File: config.mk
export PLATFORM = sky130hd
export DESIGN_NAME = id_ex_operand_stage
export DESIGN_NICKNAME = d
export VERILOG_FILES = /design/src/rtl/rv32i_pkg.sv /design/src/rtl/imm_gen.sv /design/src/rtl/id_ex_operand_stage.sv
export SDC_FILE = /design/constraint.sdc
export NUM_CORES = 1
export LEC_CHECK = 0
export ABC_AREA = 1
export CORE_UTILIZATION = 45
export CTS_BUF_LIST = sky130_fd_sc_hd__clkbuf_4
export DETAILED_ROUTE_END_ITERATION = 16
export GPL_ROUTABILITY_DRIVEN = 1
export PLACE_DENSITY = 0.87
export SETUP_SLACK_MARGIN = 0.2
export SYNTH_ARGS = -nofsm -noshare
export SYNTH_HDL_FRONTEND = slang
export SYNTH_HIERARCHICAL = 1
export SYNTH_SLANG_ARGS = --single-unit
export TNS_END_PERCENT = 100
File: constraint.sdc
create_clock -name clk -period 0.9 [get_ports clk]
set_input_delay 0.225 -clock clk [delete_from_list [all_inputs] [get_ports clk]]
set_output_delay 0.225 -clock clk [all_outputs]
set_load 0.005 [all_outputs]
File: src/rtl/rv32i_pkg.sv
// ============================================================================
// rv32i_pkg : RV32I opcode constants and immediate-format encoding
// Rev 1.0
// ============================================================================
`default_nettype none

package rv32i_pkg;

  localparam logic [6:0] OPC_R      = 7'b0110011;
  localparam logic [6:0] OPC_OPIMM  = 7'b0010011;
  localparam logic [6:0] OPC_LOAD   = 7'b0000011;
  localparam logic [6:0] OPC_STORE  = 7'b0100011;
  localparam logic [6:0] OPC_BRANCH = 7'b1100011;
  localparam logic [6:0] OPC_JALR   = 7'b1100111;
  localparam logic [6:0] OPC_JAL    = 7'b1101111;
  localparam logic [6:0] OPC_LUI    = 7'b0110111;
  localparam logic [6:0] OPC_AUIPC  = 7'b0010111;
  localparam logic [6:0] OPC_FENCE  = 7'b0001111;
  localparam logic [6:0] OPC_SYSTEM = 7'b1110011;

  typedef enum logic [2:0] {
    IMM_NONE = 3'd0,
    IMM_I    = 3'd1,
    IMM_S    = 3'd2,
    IMM_B    = 3'd3,
    IMM_U    = 3'd4,
    IMM_J    = 3'd5
  } imm_fmt_t;

endpackage

`default_nettype wire

File: src/rtl/imm_gen.sv
// ============================================================================
// imm_gen : combinational RV32I immediate assembly, sign-extended to size bits
// Rev 1.0
// ============================================================================
`default_nettype none

module imm_gen
  import rv32i_pkg::*;
#(
  parameter int size = 32
) (
  input  logic [31:0]     instr,
  input  imm_fmt_t        fmt,
  output logic [size-1:0] imm
);

  logic [31:0] raw;
  logic        unused_opcode;

  // The opcode field only selects the format upstream; it never enters the value.
  assign unused_opcode = ^instr[6:0];

  always_comb begin
    raw = 32'd0;
    case (fmt)
      IMM_I:   raw = {{20{instr[31]}}, instr[31:20]};
      IMM_S:   raw = {{20{instr[31]}}, instr[31:25], instr[11:7]};
      IMM_B:   raw = {{19{instr[31]}}, instr[31], instr[7], instr[30:25], instr[11:8], 1'b0};
      IMM_U:   raw = {instr[31:12], 12'd0};
      IMM_J:   raw = {{11{instr[31]}}, instr[31], instr[19:12], instr[20], instr[30:21], 1'b0};
      default: raw = 32'd0;
    endcase
  end

  generate
    if (size > 32) begin : g_ext
      assign imm = {{(size-32){raw[31]}}, raw};
    end else begin : g_noext
      assign imm = raw[size-1:0];
    end
  endgenerate

endmodule

`default_nettype wire

File: src/rtl/id_ex_operand_stage.sv
// ============================================================================
// id_ex_operand_stage : ID-stage opcode decode plus the ID/EX pipeline register
// Rev 1.0
// ============================================================================
`default_nettype none

module id_ex_operand_stage
  import rv32i_pkg::*;
#(
  parameter int size = 32
) (
  input  logic            clk,
  input  logic            rst_n,
  input  logic            valid_i,
  input  logic [31:0]     instr_i,
  input  logic [size-1:0] pc_i,
  input  logic [size-1:0] data2_i,
  input  logic            stall_i,
  input  logic            flush_i,
  output logic            valid_o,
  output logic            B_Sel,
  output logic [size-1:0] imm,
  output logic [size-1:0] data2,
  output logic [size-1:0] pc_o,
  output logic [4:0]      rd_o,
  output logic            illegal_o
);

  imm_fmt_t        fmt;
  logic            bsel_d;
  logic            illegal_d;
  logic            rd_zero;
  logic [size-1:0] imm_d;

  always_comb begin
    fmt       = IMM_NONE;
    bsel_d    = 1'b0;
    illegal_d = 1'b0;
    rd_zero   = 1'b0;
    case (instr_i[6:0])
      OPC_R:      ;
      OPC_OPIMM:  begin fmt = IMM_I; bsel_d = 1'b1; end
      OPC_LOAD:   begin fmt = IMM_I; bsel_d = 1'b1; end
      OPC_STORE:  begin fmt = IMM_S; bsel_d = 1'b1; rd_zero = 1'b1; end
      OPC_BRANCH: begin fmt = IMM_B; rd_zero = 1'b1; end
      OPC_JALR:   begin fmt = IMM_I; bsel_d = 1'b1; end
      OPC_JAL:    begin fmt = IMM_J; bsel_d = 1'b1; end
      OPC_LUI:    begin fmt = IMM_U; bsel_d = 1'b1; end
      OPC_AUIPC:  begin fmt = IMM_U; bsel_d = 1'b1; end
      OPC_FENCE:  fmt = IMM_I;
      OPC_SYSTEM: fmt = IMM_I;
      default:    illegal_d = 1'b1;
    endcase
  end

  imm_gen #(
    .size (size)
  ) u_imm_gen (
    .instr (instr_i),
    .fmt   (fmt),
    .imm   (imm_d)
  );

  // Flush outranks stall; an invalid ID slot is captured as a bubble.
  always_ff @(posedge clk or negedge rst_n) begin
    if (!rst_n) begin
      valid_o   <= 1'b0;
      B_Sel     <= 1'b0;
      imm       <= '0;
      data2     <= '0;
      pc_o      <= '0;
      rd_o      <= 5'd0;
      illegal_o <= 1'b0;
    end else if (flush_i || (!stall_i && !valid_i)) begin
      valid_o   <= 1'b0;
      B_Sel     <= 1'b0;
      imm       <= '0;
      data2     <= '0;
      pc_o      <= '0;
      rd_o      <= 5'd0;
      illegal_o <= 1'b0;
    end else if (!stall_i) begin
      valid_o   <= 1'b1;
      B_Sel     <= bsel_d;
      imm       <= imm_d;
      data2     <= data2_i;
      pc_o      <= pc_i;
      rd_o      <= rd_zero ? 5'd0 : instr_i[11:7];
      illegal_o <= illegal_d;
    end
  end

endmodule

`default_nettype wire

; Yosys cells after proc, flatten, opt, wreduce, memory -nomap -nowiden
; Index checks and enable logic that the tools add are counted.
[word_totals]
regBits = 104
in_bits = 101
out_inout_bits = 104
elab_cells = 53
[classes]
n_eq_ne = 17
muxes = 20
n_reduce_logical = 9
[op_table]
columns = cell, count
row1 = $mux W32, 6
row2 = $pmux W32 S5, 1
row3 = $eq A7 B7 Y1 const B, 4
row4 = $eq A7 B6 Y1 const B, 3
row5 = $mux W5, 3
row6 = $pmux W3 S5, 1
row7 = $eq A7 B5 Y1 const B, 2
row8 = $reduce_or A11 Y1, 1
row9 = $mux W1, 9
row10 = $eq A7 B2 Y1 const B, 1
row11 = $eq A7 B4 Y1 const B, 1
row12 = $reduce_or A7 Y1, 1
row13 = $eq A3 B2 Y1 const B, 2
row14 = $eq A3 B3 Y1 const B, 2
row15 = $reduce_or A5 Y1, 1
row16 = $reduce_or A2 Y1, 2
row17 = $eq A3 B1 Y1 const B, 1
row18 = $logic_not A1 Y1, 2
row19 = $ne A2 B1 Y1 const B, 1
row20 = $logic_and A1 B1 Y1, 1
row21 = $logic_or A1 B1 Y1, 1

; Depth between registers and ports, before layout
; Gate-level depths: netlist (run 1).
[logic_depth]
depth_word = 7
mapped_depth = 13
ltp_nobuf = 12

; By module
; Netlist (run 1), hierarchy kept.
[modules_own_cells]
columns = module, instances, cells_per_inst, area_per_inst_um2, seq_area_each_um2
row1 = id_ex_operand_stage, 1, 294, 3843.7, 2602.5
row2 = imm_gen, 1, 92, 452.9, 0.0

; Worst setup path before layout (run 1)
; No wires, ideal clock.
[synth_timing]
kind = input -> register
startpoint = in instr_i[3]
endpoint = reg imm[11]
setup_time_ps = 121
arrival_ps = 1422
required_ps = 779
path_slack_ps = -643
cell_stages = 8
n_path_buf = 1
path_cell_list = nor2_1 nand2_1 o21ai_0 buf_2 nor2_1 nand3_1 nand3_1 a22o_1
[synth_between]
elab_chain_len = 7
word_cells_on_any_way = 21
[synth_lines]
columns = item, line
row1 = start: declaration, id_ex_operand_stage.sv:15  ; input logic [31:0] instr_i,
row2 = $eq A7 B7 Y1 (tied with other cells), id_ex_operand_stage.sv:40  ; case (instr_i[6:0])
row3 = $reduce_or A5 Y1 (no source line) / $reduce_or A2 Y1 (equally long branches), -
row4 = $pmux W3 S5 (*), id_ex_operand_stage.sv:40
row5 = named net fmt[0], id_ex_operand_stage.sv:29  ; imm_fmt_t fmt;
row6 = $eq A3 B3 Y1 (tied with other cells), imm_gen.sv:25  ; case (fmt)
row7 = $pmux W32 S5 (*), imm_gen.sv:25
row8 = named net imm_d[11], id_ex_operand_stage.sv:33  ; logic [size-1:0] imm_d;
row9 = $mux W32 (*), id_ex_operand_stage.sv:82  ; end else if (!stall_i) begin
row10 = $mux W32 (*), id_ex_operand_stage.sv:74  ; end else if (flush_i || (!stall_i && !valid_i)) begin
row11 = end signal: assignment, id_ex_operand_stage.sv:85  ; imm <= imm_d;
row12 = end: declaration, id_ex_operand_stage.sv:22  ; output logic [size-1:0] imm,
; Mark *: on every way through the listed nets, which the timed path passes. The rest lies on a longest branch. The select of a mux whose other input is x is not followed.
; A chain may end at the register's enable or synchronous reset.

; Worst setup path after layout (run 1)
[layout_timing]
startpoint = in instr_i[3]
endpoint = reg imm[28]
; Same word-level chain as after synthesis.

==> impl_metrics.json, run 1 <==
{
  "status": "complete, but fails checks",
  "violations": "negative setup slack",
  "drv_slew": 0,
  "rsz0062_at_grt": "yes",
  "power_leakage_nw": 4.62,
  "grt_overflow_total": 0,
  "start_kind": "input port",
  "yosysWarnings": 6,
  "n_antenna_cell": 0,
  "grt_pass1_wl_mm": 27.6,
  "synth-seq-cells": 104,
  "initial_utilization": 0.465,
  "syn_area_per_cell_um2": 11.1,
  "worst_ep_arrival_time_ps": 1880,
  "nets": 862,
  "crit_fanout": 5,
  "groute.usage.overall": 0.369,
  "hold_violations": 0,
  "io_buffer_count": 204,
  "cts_buffers": 9,
  "critPathRequiredTime_ps": 1290,
  "drt_iter0_markers": 630,
  "drt-total-wl_mm": 23.9,
  "pin_count": 205,
  "synth_cell_type_count": 19,
  "die_y_um": 99.7,
  "p_total_w": 0.0107,
  "postRouteAntennaNets": 0,
  "cts_tree": "done",
  "die-area_mm2": 0.00994,
  "fmax_ghz": 0.672,
  "cts-root-buf": "clkbuf_4",
  "relSlewSlack": 0.785,
  "clkLatencyLatePin_ps": 480,
  "gp_congestion": 0.897,
  "routedWlPerCell_um": 26.7,
  "htree_levels": 3,
  "crit_end": "imm[28]",
  "reg2reg_to": "data2[30]",
  "num_vias": 5555,
  "finalCritPeriodShare": 1.65,
  "finalSetupViolations": 166,
  "core_area_mm2": 0.00924,
  "synth_top_cell_by_area": "dfrtp_1",
  "irDropWorstVdd_v": 0.00106,
  "hold_path.class": "input port to register",
  "syn_inst": 386,
  "placed_area_mm2": 0.00702,
  "fin_tns_setup_ps": -56820,
  "via_per_inst": 6.21,
  "dp_hpwl_mm": 9.67,
  "timing.rr.start": "data2[30]",
  "tightest_slew_ps": 323,
  "fin_hold_ws_ps": 43.2,
  "timing.final.ws_setup_ps": -589,
  "synth_area_mm2": 0.00430,
  "fin_area_mm2": 0.00867,
  "cap_violations": 0,
  "cts_sinks": 104,
  "yosys-top-cells-area": "dfrtp_1 (61%), a22o_1 (20%), nand3_1 (5.9%)",
  "cts.clk_slew.worst_paths_ps": 180,
  "grt_pass1_vias": 4950,
  "fin_crit_ps": 1490,
  "skew_ps": 0,
  "drive_gt1_frac": 0.535,
  "cp-startpoint": "instr_i[3]",
  "p_per_area_mw_per_mm2": 1230,
  "grt_max_degree": 59,
  "seq_area_frac_synth": 0.606,
  "antenna_found_initial": 0,
  "drc_errors": 0,
  "clockBufferDepth": 2,
  "reg2reg_depth": 4,
  "syn2layout_area_growth_pct": 102,
  "synth_nets": 487,
  "synth_top_area_frac": 0.606,
  "fp.dieW_um": 99.7,
  "end_kind": "register",
  "critical_path_class": "input port to register",
  "rows": 35,
  "drtPass1Iterations": 5,
  "r2r_slack_ps": -240
}
[routing by layer]
layer	track usage	wire length, µm	up-vias
li1	-	-	2152
met3	0.0780	2490	192
met4	0.133	2100	0
met2	0.657	11300	542
met5	0	0	-
met1	0.441	8030	2669
[cell usage after synthesis]
library cell and count:
nor2_2 2, o21bai_1 1, nand3_1 51, nand2_1 50, inv_1 14, nand4_1 3
clkbuf_1 6, dfrtp_1 104, o21ai_1 1, buf_1 1, buf_2 19, a22o_1 96
nor2_1 23, inv_2 3, buf_6 2, o211ai_2 1, o21ai_0 3, buf_4 4
nand3b_1 2
[worst min path at each step]
stage                     startpoint   endpoint  slack, ps  cells after the start
after floorplan                rst_n      B_Sel        -70                      0
after global placement         rst_n  data2[27]        240                      2
after detailed placement       rst_n  data2[27]        240                      2
after CTS                    flush_i    valid_o         50                      3
after global routing         flush_i    valid_o         40                      3
final                        flush_i    valid_o         40                      3
[registers in the layout, summed over array words and instances (netlist names)]
name       flops
B_Sel          1
data2         32
illegal_o      1
imm           32
pc_o          32
rd_o           5
valid_o        1
[layout by cell type (no fill, tap or decap), types with 3 or more instances in the layout]
| cell type | instances |
|---|---|
| a22o_1 | 96 |
| buf_12 | 17 |
| buf_16 | 16 |
| buf_2 | 103 |
| buf_4 | 99 |
| buf_6 | 61 |
| buf_8 | 7 |
| clkbuf_4 | 10 |
| clkdlybuf4s50_1 | 89 |
| dfrtp_1 | 104 |
| inv_1 | 8 |
| inv_2 | 6 |
| nand2_1 | 24 |
| nand2_2 | 16 |
| nand2_4 | 9 |
| nand3_1 | 17 |
| nand3_2 | 30 |
| nand3_4 | 4 |
| nand4_1 | 3 |
| nor2_1 | 9 |
| nor2_2 | 6 |
| nor2_4 | 11 |
[area by class of cell]
class	count	area [µm²]
Inverter	17	76.3
Fill cell	265	574
Tap cell	129	161
Sequential cell	104	2600
Timing Repair Buffer	395	3770
Multi-Input combinational cell	234	1910
Clock inverter	6	68.8
Clock buffer	10	75.1
[power by group]
part	internal (W)	switching [W]	leakage, nW
registers	0.00492	0.000178	1.40
logic	0.00166	0.00122	3.15
clock network	0.000893	0.00182	0.0722
[metrics by stage]
step | std cells | setup slack, ps | util
floorplan | 386 | -463 | -
global placement | 747 | -1340 | 0.760
detailed placement | 747 | -1530 | 0.760
CTS | 840 | -391 | 0.864
global route | 895 | -655 | 0.938
finish | 895 | -589 | 0.938
[worst max-delay path: stages]
cell and delay, ps:
buf_12 90, inv_2 40, nand2_2 70, nor2_4 40, nand2_2 60, nand2_2 70
nor2_4 160, o21ai_4 80, buf_6 140, o211ai_4 280, buf_6 160, buf_16 110
nand3_2 80, a22o_1 270
[logic make-up after synthesis]
logic type             count (synthesis)  share of synthesized area
and+or+nand+nor                      131                      0.134
DFF                                  104                      0.606
AOI/OAI and AO/OA                    102                      0.205
buffers and inverters                 49                     0.0553
[what timing repair did]
| action | CTS | global route |
|---|---|---|
| endpoints found under the setup margin | 208 | 208 |
| gates resized for setup | 560 | 73 |
| pin swaps | 44 | 48 |
| gates cloned | 18 | 0 |
| hold buffers | 1 | 0 |
| setup buffers | 58 | 55 |
| endpoints found under the hold margin | 104 | 0 |
Power figures use the tool's default switching activity.
==> run 2, diff against run 1 <==
Settings changed: CTS_BUF_LIST sky130_fd_sc_hd__clkbuf_4 to sky130_fd_sc_hd__clkbuf_4 sky130_fd_sc_hd__clkbuf_8.
==> run 2 against run 1 <==
Net effect:
- the run still ends with negative setup slack left
- cell area grew 0.79%
- critical path type unchanged
- highest routed layer unchanged
- flip-flop and latch count is the same
- total power up 5.8%
- sequential power barely moved
- count of clock-buffer cells in the layout rose by 1
- clock skew is the same
- critical endpoint is now imm[20]
- worst setup slack got worse by 73 ps
- critical path depth fell by 3
- utilization is 0.74 points higher
==> impl_metrics.json, run 2 (synthesized netlist as in run 1, its figures left out) <==
{
  "global_route.usage.met2": 0.649,
  "drive_gt1_frac": 0.525,
  "drv_slew": 0,
  "seq_area_mm2": 0.00260,
  "worst_ep_arrival_time_ps": 1820,
  "grt_overflow_total": 0,
  "multi_input_area_mm2": 0.00188,
  "busiest_layer": "met2",
  "grt_pass1_vias": 5000,
  "io_buffer_count": 204,
  "final_common_cell": "buf_4",
  "num_vias": 5704,
  "finalCritPeriodShare": 1.74,
  "dpl.cell_count": 747,
  "die_y_um": 99.7,
  "core_area_mm2": 0.00924,
  "fin_cells": 894,
  "rsz0062_at_grt": "yes",
  "p_total_w": 0.0113,
  "critPathRequiredTime_ps": 1160,
  "finalSetupViolations": 206,
  "cap_violations": 0,
  "grt_pass1_wl_mm": 27.4,
  "fp.dieW_um": 99.7,
  "crit_fanout": 5,
  "postRouteAntennaNets": 0,
  "fin_crit_ps": 1560,
  "hold_violations": 0,
  "irDropWorstVdd_v": 0.000945,
  "fmax_ghz": 0.640,
  "crit_path_frequent_cell": "nand3_2",
  "nets": 861,
  "cts_sinks": 104,
  "power_leakage_nw": 4.63,
  "routedWlPerCell_um": 28.4,
  "met1_usage": 0.423,
  "final_util": 0.945,
  "cts-root-buf": "clkbuf_8",
  "cp_slowest_cell": "a22o_1",
  "initial_utilization": 0.465,
  "syn2layout_area_growth_pct": 103,
  "drtPass1Iterations": 6,
  "dp_hpwl_mm": 9.67,
  "fin_hold_ws_ps": 273,
  "p_per_area_mw_per_mm2": 1290,
  "start_kind": "input port",
  "cp_slowest_stage_delay_ps": 290,
  "critical_path_class": "input port to register",
  "pin_count": 205,
  "timing.final.ws_setup_ps": -662,
  "tightest_slew_ps": 376,
  "cts.clk_slew.worst_paths_ps": 120,
  "drt_iter0_markers": 569,
  "skew_ps": 0,
  "mostFrequentLayoutCells": "buf_4 (105), dfrtp_1 (104), buf_2 (103)",
  "clkLatencyLatePin_ps": 370,
  "drc_errors": 0,
  "die-area_mm2": 0.00994,
  "hold_path.class": "input port to register",
  "drt-total-wl_mm": 25.4,
  "status": "complete, but fails checks",
  "clockBufferDepth": 2,
  "violations": "negative setup slack",
  "largestRegisters": "data2 (32), imm (32), pc_o (32)",
  "cts_buffers": 9,
  "fill_cells": 258,
  "grt.met3_usage": 0.0850,
  "cts_tree": "done",
  "via_per_inst": 6.38,
  "end_kind": "register",
  "fin_tns_setup_ps": -49940,
  "n_antenna_cell": 0,
  "antenna_found_initial": 0,
  "groute.usage.overall": 0.368,
  "cp_cell_sequence": "buf_2, inv_2, nand3_2, nand2_2, nor2_4, o21ai_4, buf_6, o211ai_4, clkbuf_16, nand3_2, a22o_1",
  "relSlewSlack": 0.748,
  "gp_congestion": 0.897,
  "rows": 35,
  "grt_max_degree": 59,
  "htree_levels": 3
}
==> run 2: path summary, 6_finish.rpt <==
kind                            start  endpoint  slack, ps  cells after the start
max                        instr_i[4]   imm[20]       -660                     11
min reg2reg                   imm[14]   imm[14]        520                      1
min in group asynchronous       rst_n  pc_o[27]        420                      3
max reg2reg                    imm[1]    imm[1]       -200                      4
min                           flush_i   valid_o        270                      4
max in group asynchronous       rst_n   rd_o[0]        240                      3
==> run 2: what timing repair did <==
| action | CTS | global route |
|---|---|---|
| pin swaps | 47 | 50 |
| endpoints found under the hold margin | 104 | 0 |
| setup buffers | 53 | 56 |
| resized for setup | 539 | 92 |
| gates cloned | 16 | 5 |
| setup endpoints to repair | 208 | 266 |
| hold buffers | 1 | 0 |
==> run 2: per-layer routing <==
metal | up-vias | part of all wire
met2 | 594 | 0.47
li1 | 2142 | -
met3 | 241 | 0.11
met4 | 0 | 0.10
met1 | 2727 | 0.31
met5 | - | 0
==> run 2: layout make-up <==
cell class | instances | share of cell area
well taps | 129 | 0.0185
inverters | 17 | 0.00931
clock buffers | 11 | 0.0166
multi-input cells | 233 | 0.215
repair buffers | 395 | 0.435
clock inverters | 5 | 0.00745
flip-flops and latches | 104 | 0.298
==> run 2: where the power goes <==
part	switching, W	total (W)	internal [W]
logic	0.00127	0.00294	0.00167
registers	0.000187	0.00510	0.00491
clock network	0.00185	0.00327	0.00142
==> run 2: critical path, delay by kind of cell <==
family	cells	cell delay, ps
AO/OA/AOI/OAI	3	620
buffers and inverters	4	580
AND/OR/NAND/NOR	4	390
==> run 2: metrics by stage <==
step                area (µm²)  setup slack (ps)
finish                    8730              -662
global placement          7020             -1340
detailed placement        7020             -1530
CTS                       7850              -450
global route              8730              -686
floorplan                 4560              -463
